$ cat src/rtl/video_timing_pkg.sv
// Shared raster defaults (VGA 640x480) and the type codes used by the video stream source.
`timescale 1ns/1ps
package video_timing_pkg;

   localparam int DEF_H_ACTIVE = 640;
   localparam int DEF_H_FP     = 16;
   localparam int DEF_H_SYNC   = 96;
   localparam int DEF_H_BP     = 48;
   localparam int DEF_V_ACTIVE = 480;
   localparam int DEF_V_FP     = 10;
   localparam int DEF_V_SYNC   = 2;
   localparam int DEF_V_BP     = 33;
   localparam int DEF_CNT_W    = 11;

   typedef enum logic [1:0] {
      PAT_EXT    = 2'd0,
      PAT_RAMP   = 2'd1,
      PAT_CHECK  = 2'd2,
      PAT_BORDER = 2'd3
   } patSel_t;

   typedef enum logic {
      ST_IDLE = 1'b0,
      ST_RUN  = 1'b1
   } runState_t;

endpackage

$ cat src/rtl/vid_pattern_gen.sv
// Combinational test-pattern pixel for a raster position: ramp, 32x32 checker or 1-px white border.
`timescale 1ns/1ps
module vid_pattern_gen
   import video_timing_pkg::*;
#(
   parameter int H_ACTIVE = DEF_H_ACTIVE,
   parameter int V_ACTIVE = DEF_V_ACTIVE,
   parameter int CNT_W    = DEF_CNT_W
) (
   input  logic [CNT_W-1:0] i_x,
   input  logic [CNT_W-1:0] i_y,
   input  patSel_t          i_pat,
   output logic [7:0]       o_pix
);

   localparam logic [CNT_W-1:0] X_LAST = CNT_W'(H_ACTIVE - 1);
   localparam logic [CNT_W-1:0] Y_LAST = CNT_W'(V_ACTIVE - 1);

   logic w_onBorder;

   assign w_onBorder = (i_x == '0) || (i_x == X_LAST) || (i_y == '0) || (i_y == Y_LAST);

   // External mode has no pattern of its own; the top substitutes the upstream pixel.
   always_comb begin
      o_pix = 8'h00;
      case (i_pat)
         PAT_RAMP:   o_pix = i_x[7:0];
         PAT_CHECK:  o_pix = (i_x[5] ^ i_y[5]) ? 8'hFF : 8'h00;
         PAT_BORDER: o_pix = w_onBorder ? 8'hFF : 8'h00;
         default:    o_pix = 8'h00;
      endcase
   end

endmodule

$ cat src/rtl/video_stream_src.sv
// Raster timing generator and registered 8-bit grey video source feeding the edge-detection chain.
`timescale 1ns/1ps
module video_stream_src
   import video_timing_pkg::*;
#(
   parameter int H_ACTIVE = DEF_H_ACTIVE,
   parameter int H_FP     = DEF_H_FP,
   parameter int H_SYNC   = DEF_H_SYNC,
   parameter int H_BP     = DEF_H_BP,
   parameter int V_ACTIVE = DEF_V_ACTIVE,
   parameter int V_FP     = DEF_V_FP,
   parameter int V_SYNC   = DEF_V_SYNC,
   parameter int V_BP     = DEF_V_BP,
   parameter int CNT_W    = DEF_CNT_W
) (
   input  logic             clk,
   input  logic             rst_s,
   input  logic             en,
   input  logic [1:0]       pat_sel,
   input  logic [7:0]       pix_in,
   input  logic             pix_valid,
   output logic             pix_ready,
   output logic [7:0]       vid_data,
   output logic             vid_de,
   output logic             vid_hs,
   output logic             vid_vs,
   output logic [CNT_W-1:0] vid_x,
   output logic [CNT_W-1:0] vid_y,
   output logic             frame_start,
   output logic             underflow
);

   localparam int H_TOTAL = H_ACTIVE + H_FP + H_SYNC + H_BP;
   localparam int V_TOTAL = V_ACTIVE + V_FP + V_SYNC + V_BP;

   localparam logic [CNT_W-1:0] H_LAST    = CNT_W'(H_TOTAL - 1);
   localparam logic [CNT_W-1:0] V_LAST    = CNT_W'(V_TOTAL - 1);
   localparam logic [CNT_W-1:0] H_ACT_END = CNT_W'(H_ACTIVE);
   localparam logic [CNT_W-1:0] V_ACT_END = CNT_W'(V_ACTIVE);
   localparam logic [CNT_W-1:0] HS_BEG    = CNT_W'(H_ACTIVE + H_FP);
   localparam logic [CNT_W-1:0] HS_END    = CNT_W'(H_ACTIVE + H_FP + H_SYNC);
   localparam logic [CNT_W-1:0] VS_BEG    = CNT_W'(V_ACTIVE + V_FP);
   localparam logic [CNT_W-1:0] VS_END    = CNT_W'(V_ACTIVE + V_FP + V_SYNC);

   runState_t        r_state;
   runState_t        w_stateNext;
   logic [CNT_W-1:0] r_hCnt;
   logic [CNT_W-1:0] r_vCnt;
   patSel_t          r_patLat;

   logic             w_run;
   logic             w_lineEnd;
   logic             w_frameEnd;
   logic             w_frameEntry;
   logic             w_act;
   logic             w_ext;
   logic             w_pixReady;
   logic             w_miss;
   logic             w_first;
   logic             w_hsN;
   logic             w_vsN;
   logic [7:0]       w_patPix;
   logic [7:0]       w_pixNext;

   logic [7:0]       r_data;
   logic             r_de;
   logic             r_hs;
   logic             r_vs;
   logic [CNT_W-1:0] r_x;
   logic [CNT_W-1:0] r_y;
   logic             r_fs;
   logic             r_uf;

   assign w_run        = (r_state == ST_RUN);
   assign w_lineEnd    = (r_hCnt == H_LAST);
   assign w_frameEnd   = w_lineEnd && (r_vCnt == V_LAST);
   assign w_frameEntry = en && (!w_run || w_frameEnd);
   assign w_act        = w_run && (r_hCnt < H_ACT_END) && (r_vCnt < V_ACT_END);
   assign w_ext        = (r_patLat == PAT_EXT);
   assign w_pixReady   = w_act && w_ext;
   assign w_miss       = w_pixReady && !pix_valid;
   assign w_first      = w_act && (r_hCnt == '0) && (r_vCnt == '0);
   assign w_hsN        = !((r_hCnt >= HS_BEG) && (r_hCnt < HS_END));
   assign w_vsN        = !((r_vCnt >= VS_BEG) && (r_vCnt < VS_END));

   always_ff @(posedge clk or negedge rst_s) begin
      if (!rst_s) r_state <= ST_IDLE;
      else        r_state <= w_stateNext;
   end

   // Stopping is only honoured on the last pixel of a frame, so a frame is never cut short.
   always_comb begin
      w_stateNext = r_state;
      case (r_state)
         ST_IDLE: if (en) w_stateNext = ST_RUN;
         ST_RUN:  if (w_frameEnd && !en) w_stateNext = ST_IDLE;
         default: w_stateNext = ST_IDLE;
      endcase
   end

   always_ff @(posedge clk or negedge rst_s) begin
      if (!rst_s) begin
         r_hCnt <= '0;
         r_vCnt <= '0;
      end else if (w_run) begin
         if (w_lineEnd) begin
            r_hCnt <= '0;
            r_vCnt <= (r_vCnt == V_LAST) ? '0 : r_vCnt + 1'b1;
         end else begin
            r_hCnt <= r_hCnt + 1'b1;
         end
      end
   end

   // The mode is captured as the counters enter (0,0), so the whole frame sees one stable mode
   // and pix_ready stays a function of registered state only.
   always_ff @(posedge clk or negedge rst_s) begin
      if (!rst_s)            r_patLat <= PAT_EXT;
      else if (w_frameEntry) r_patLat <= patSel_t'(pat_sel);
   end

   vid_pattern_gen #(
      .H_ACTIVE (H_ACTIVE),
      .V_ACTIVE (V_ACTIVE),
      .CNT_W    (CNT_W)
   ) u_patGen (
      .i_x   (r_hCnt),
      .i_y   (r_vCnt),
      .i_pat (r_patLat),
      .o_pix (w_patPix)
   );

   always_comb begin
      w_pixNext = 8'h00;
      if (w_act) begin
         if (!w_ext)         w_pixNext = w_patPix;
         else if (pix_valid) w_pixNext = pix_in;
      end
   end

   // A missing pixel in the first position of a frame must still be reported, so set beats clear.
   always_ff @(posedge clk or negedge rst_s) begin
      if (!rst_s) begin
         r_data <= 8'h00;
         r_de   <= 1'b0;
         r_hs   <= 1'b1;
         r_vs   <= 1'b1;
         r_x    <= '0;
         r_y    <= '0;
         r_fs   <= 1'b0;
         r_uf   <= 1'b0;
      end else begin
         r_data <= w_pixNext;
         r_de   <= w_act;
         r_hs   <= w_hsN;
         r_vs   <= w_vsN;
         r_fs   <= w_first;
         if (w_act) begin
            r_x <= r_hCnt;
            r_y <= r_vCnt;
         end
         if (w_miss)       r_uf <= 1'b1;
         else if (w_first) r_uf <= 1'b0;
      end
   end

   assign pix_ready   = w_pixReady;
   assign vid_data    = r_data;
   assign vid_de      = r_de;
   assign vid_hs      = r_hs;
   assign vid_vs      = r_vs;
   assign vid_x       = r_x;
   assign vid_y       = r_y;
   assign frame_start = r_fs;
   assign underflow   = r_uf;

endmodule
$ cat config.mk
export PLATFORM = sky130hd
export DESIGN_NAME = video_stream_src
export DESIGN_NICKNAME = d
export VERILOG_FILES = /design/src/rtl/video_timing_pkg.sv /design/src/rtl/vid_pattern_gen.sv /design/src/rtl/video_stream_src.sv
export SDC_FILE = /design/constraint.sdc
export NUM_CORES = 1
export LEC_CHECK = 0
export ABC_AREA = 1
export CAP_MARGIN = 0
export CELL_PAD_IN_SITES_DETAIL_PLACEMENT = 0
export CELL_PAD_IN_SITES_GLOBAL_PLACEMENT = 1
export CORE_UTILIZATION = 35
export DETAILED_ROUTE_END_ITERATION = 10
export PLACE_DENSITY_LB_ADDON = 0.3
export SLEW_MARGIN = 5
export SYNTH_ARGS = -nofsm -noshare
export SYNTH_HDL_FRONTEND = slang
export SYNTH_HIERARCHICAL = 1
export SYNTH_SLANG_ARGS = --single-unit
$ cat constraint.sdc
create_clock -name clk -period 1.47 [get_ports clk]
set_input_delay 0.294 -clock clk [delete_from_list [all_inputs] [get_ports clk]]
set_output_delay 0.294 -clock clk [all_outputs]
set_load 0.01 [all_outputs]
==> results.md <==
Power and ir drop:
- The internal power is 2.72 mW.
- The worst IR drop on VDD is 0.362 mV.
- The leakage power is 2.37 nW.
- The switching share of total power is 21.0%.
- Summing internal, switching and leakage power gives 3.44 mW.
- The sequential share of power is 48.4%.
- Dividing total power by cell area gives a power density of 755 nW/um2.
- Summed over all nets, the switching power comes to 0.723 mW.
- The clock network is responsible for 48.3% of the overall power.
- The fraction of power consumed by combinational cells is 3.4%.

Status:
- The run finished, with violations left.
- The checks that failed: setup timing.

Timing:
- The final clock period utilization by the worst path is 110%.
- The count of endpoints failing hold in the final timing report is 0.
- Setup repair after global routing could not meet its margin everywhere.
- The final worst setup slack is -0.154 ns.
- The transition time at the pin with the least slew margin is 0.384 ns.
- The total negative slack is -0.859 ns.
- The max-slew violation total from the final report is 0.
- In this run the tightest slew margin relative to its limit is 74.4%.
- The fmax is 616 MHz.
- The routed design could run at a clock period as short as 1.62 ns.
- The clock tree skew after final layout is 0.0115 ns.
- The number of setup violations in the final report is 15.
- The worst-case hold slack is 0.459 ns.

Die:
- The die footprint is 9460 um2.
- 50 I/O pins were placed.
- The starting density of the core is 36.3%.
- The placeable core region is 8760 um2.
- The height of the chip is 97.3 um.
- The horizontal die dimension is 97.3 um.
- The initialized floorplan defines 34 standard-cell rows.

Routing:
- The met3 routed wirelength is 378 um.
- For this block, wires on met1 add up to 3.96 mm.
- The highest routing layer actually used is met4.
- The detailed-route wire length is 8.00 mm.
- The DRC violation count after routing is 0.
- The average routed wire per standard cell is 12.7 um.
- The wire length on met2 is 3.61 mm.
- The first TritonRoute pass finished after 4 iterations.
- The total vias in the final route is 2882.
- The vias per cell is 4.59.
- The detail route stage leaves a number of antenna-violating nets equal to 0.
- The violation count after the first detailed-route iteration is 144.

Critical path:
- The startpoint of the most critical register-to-register path is r_hCnt[7].
- The worst setup path is captured at a primary output.
- The critical path is of the reg2out type.
- The number of cells on the worst reg-to-reg path is 9.
- Across all register-to-register paths, the minimum setup slack is -0.08 ns.
- The end of the worst register-to-register path is r_vCnt[1].
- The beginning of the critical path is r_vCnt[10].
- Of all nets on the critical path, the largest fanout is 2.
- The endpoint of the worst setup timing path is pix_ready.
- For the worst setup path, the data required time is 1.18 ns.
- Data arrives at the worst endpoint at 1.33 ns.
- The type of origin of the critical path is a register.

Logic synthesis:
- The sequential element share of the synthesized area is 47.3%.
- After synthesis the cells add up to 3180 um2.
- After synthesis the netlist holds a flip-flop and latch count of 60.
- After synthesis, the netlist uses 29 different library cells.
- The net count after synthesis is 418.
- Averaged over all synthesized cells, the footprint is 7.94 um2.
- After technology mapping, the gate count stands at 400.
- For this run, the number of Yosys warnings is 6.

Placed design:
- The wire-length estimate of the detail-placed layout is 5.74 mm.
- Once placement finished, the instance area stood at 4120 um2.
- The count of input and output buffers is 49.
- The congestion estimate from routability-driven global placement came to 0.819.
- The minimum setup slack after placement is -0.297 ns.
- Including well taps, the total number of placed cells is 601.

Global routing:
- The total grt overflow is 0.
- The first-pass GRT wire length is 13.6 mm.
- In the global route stage, overall resource usage came out at 18.2%.
- The maximum number of pins on one net before global-route repair is 61.
- The number of global-route vias before repair is 2726.
- The number of antenna violations at the first check in global routing is 0.

Clocking:
- The clock latency on the worst-skew pair is 0.34 ns.
- TritonCTS built the clock tree.
- CTS placed an instance of clkbuf_8 at the clock tree root.
- The maximum count of clock buffers along a single path is 2.
- Counting every sink on the clock net gives 60.
- The clock slew at the register clock pins of the worst setup and hold paths is 0.06 ns.
- The number of levels in the clock H-tree is 3.
- The number of buffers created by CTS is 9.

Hold path:
- In this run the worst hold path is classified as reg2reg.

Layout:
- The area growth from synthesis to final layout is 43.5%.
- In the final layout, flip-flops and latches occupy 1510 um2.
- Cells with a size suffix above 1 make up 29.4% of the layout.
- The post-layout net count is 533.
- The final design area excluding fillers is 4560 um2.
- In the final layout, the multi-input gates occupy 1530 um2.
- The number of antenna diodes is 0.
- The library cell used most frequently in the layout, excluding fill and tap cells, is nand2_1.
- The final cell count without fillers is 628.
- In the layout the commonest cells are nand2_1 (111), buf_4 (53), dfrtp_1 (53).
- The number of filler instances in the final layout is 862.
- The final core area utilization is 52.0%.

Job:
- Max-cap violations in this run came to 0.
worst max-delay path: stages (launching register included):
cell and delay [ns]:
dfrtp_1 0.39, nor2_2 0.14, nand3_2 0.08, nor2_2 0.09, nand2_2 0.09, nor2_4 0.11
buf_6 0.11
worst min-delay path by stage:
stage	from	to	slack [ns]	cells after the start
6_report	vid_y[9]	vid_y[9]	0.46	2
5_1_grt	vid_y[10]	vid_y[10]	0.50	2
4_1_cts	vid_y[9]	vid_y[9]	0.47	2
3_5_place_dp	rst_s	vid_y[4]	0.33	2
3_3_place_gp	rst_s	vid_y[4]	0.32	2
2_1_floorplan	rst_s	frame_start	-0.002	0
metal layers:
| layer | global-route usage (%) | up-vias |
|---|---|---|
| li1 | - | 1496 |
| met1 | 25.8 | 1323 |
| met2 | 27.7 | 59 |
| met3 | 4.32 | 4 |
| met4 | 5.43 | 0 |
| met5 | 0 | - |
synth_stat cells:
cell type	n	area [um2]
buf_1	1	3.75
nor2_1	46	173
and2_1	2	12.5
a21boi_0	1	7.51
nand2_2	4	25.0
a21oi_1	10	50.1
nor2_4	2	22.5
nor4_1	1	6.26
inv_1	43	161
dfrtp_1	58	1450
o211ai_1	1	7.51
buf_6	7	78.8
o21ai_2	16	140
o21ai_0	8	40.0
dfstp_2	2	52.6
o21ai_1	6	30.0
nand2_1	122	458
ha_1	4	50.1
nand2_4	1	11.3
nand4_4	1	21.3
o211a_1	1	10.0
xor2_1	9	78.8
nand3b_1	1	7.51
inv_2	5	18.8
nor2_2	5	31.3
nand3_1	31	155
buf_4	1	7.51
nor3_1	3	15.0
nand4_1	8	50.1
power groups by stage:
stage,Clock (mW),Combinational (mW),Sequential (mW)
detailed placement,0,0.122,1.70
floorplan,0,0.0153,1.70
CTS,1.71,0.117,1.66
global placement,0,0.121,1.70
finish,1.66,0.116,1.66
global route,1.78,0.130,1.66
flip-flops by register name (all words and copies together) (netlist names):
register,cells
r_hCnt,11
r_vCnt,11
vid_x,11
vid_y,11
vid_data,8
r_patLat,2
frame_start,1
r_state,1
underflow,1
vid_de,1
vid_hs,1
vid_vs,1
final cells by class:
type	instances	area share (%)
well taps	108	2.96
repair inverters	1	0.137
repair buffers	112	21.3
clock inverters	4	1.59
inverters	48	4.06
multi-input cells	283	33.6
clock buffers	12	3.18
flip-flops and latches	60	33.1
timing repair:
item	in CTS	in global routing
endpoints found under the hold margin	58	0
buffers inserted	1	8
cloned	1	1
gates resized for setup	50	52
pin swaps	2	18
hold buffers	1	0
endpoints found under the setup margin	81	53
kinds of logic after synthesis:
logic type / count (synthesis) / share of synthesized area [%]
adders and majority gates: 4 / 1.58
buffers and inverters: 57 / 8.51
xor gates and xnor gates: 9 / 2.48
DFF: 60 / 47.3
AOI/OAI and AO/OA: 43 / 8.98
and+or+nand+nor: 227 / 31.1
Power figures use the tool's default switching activity.
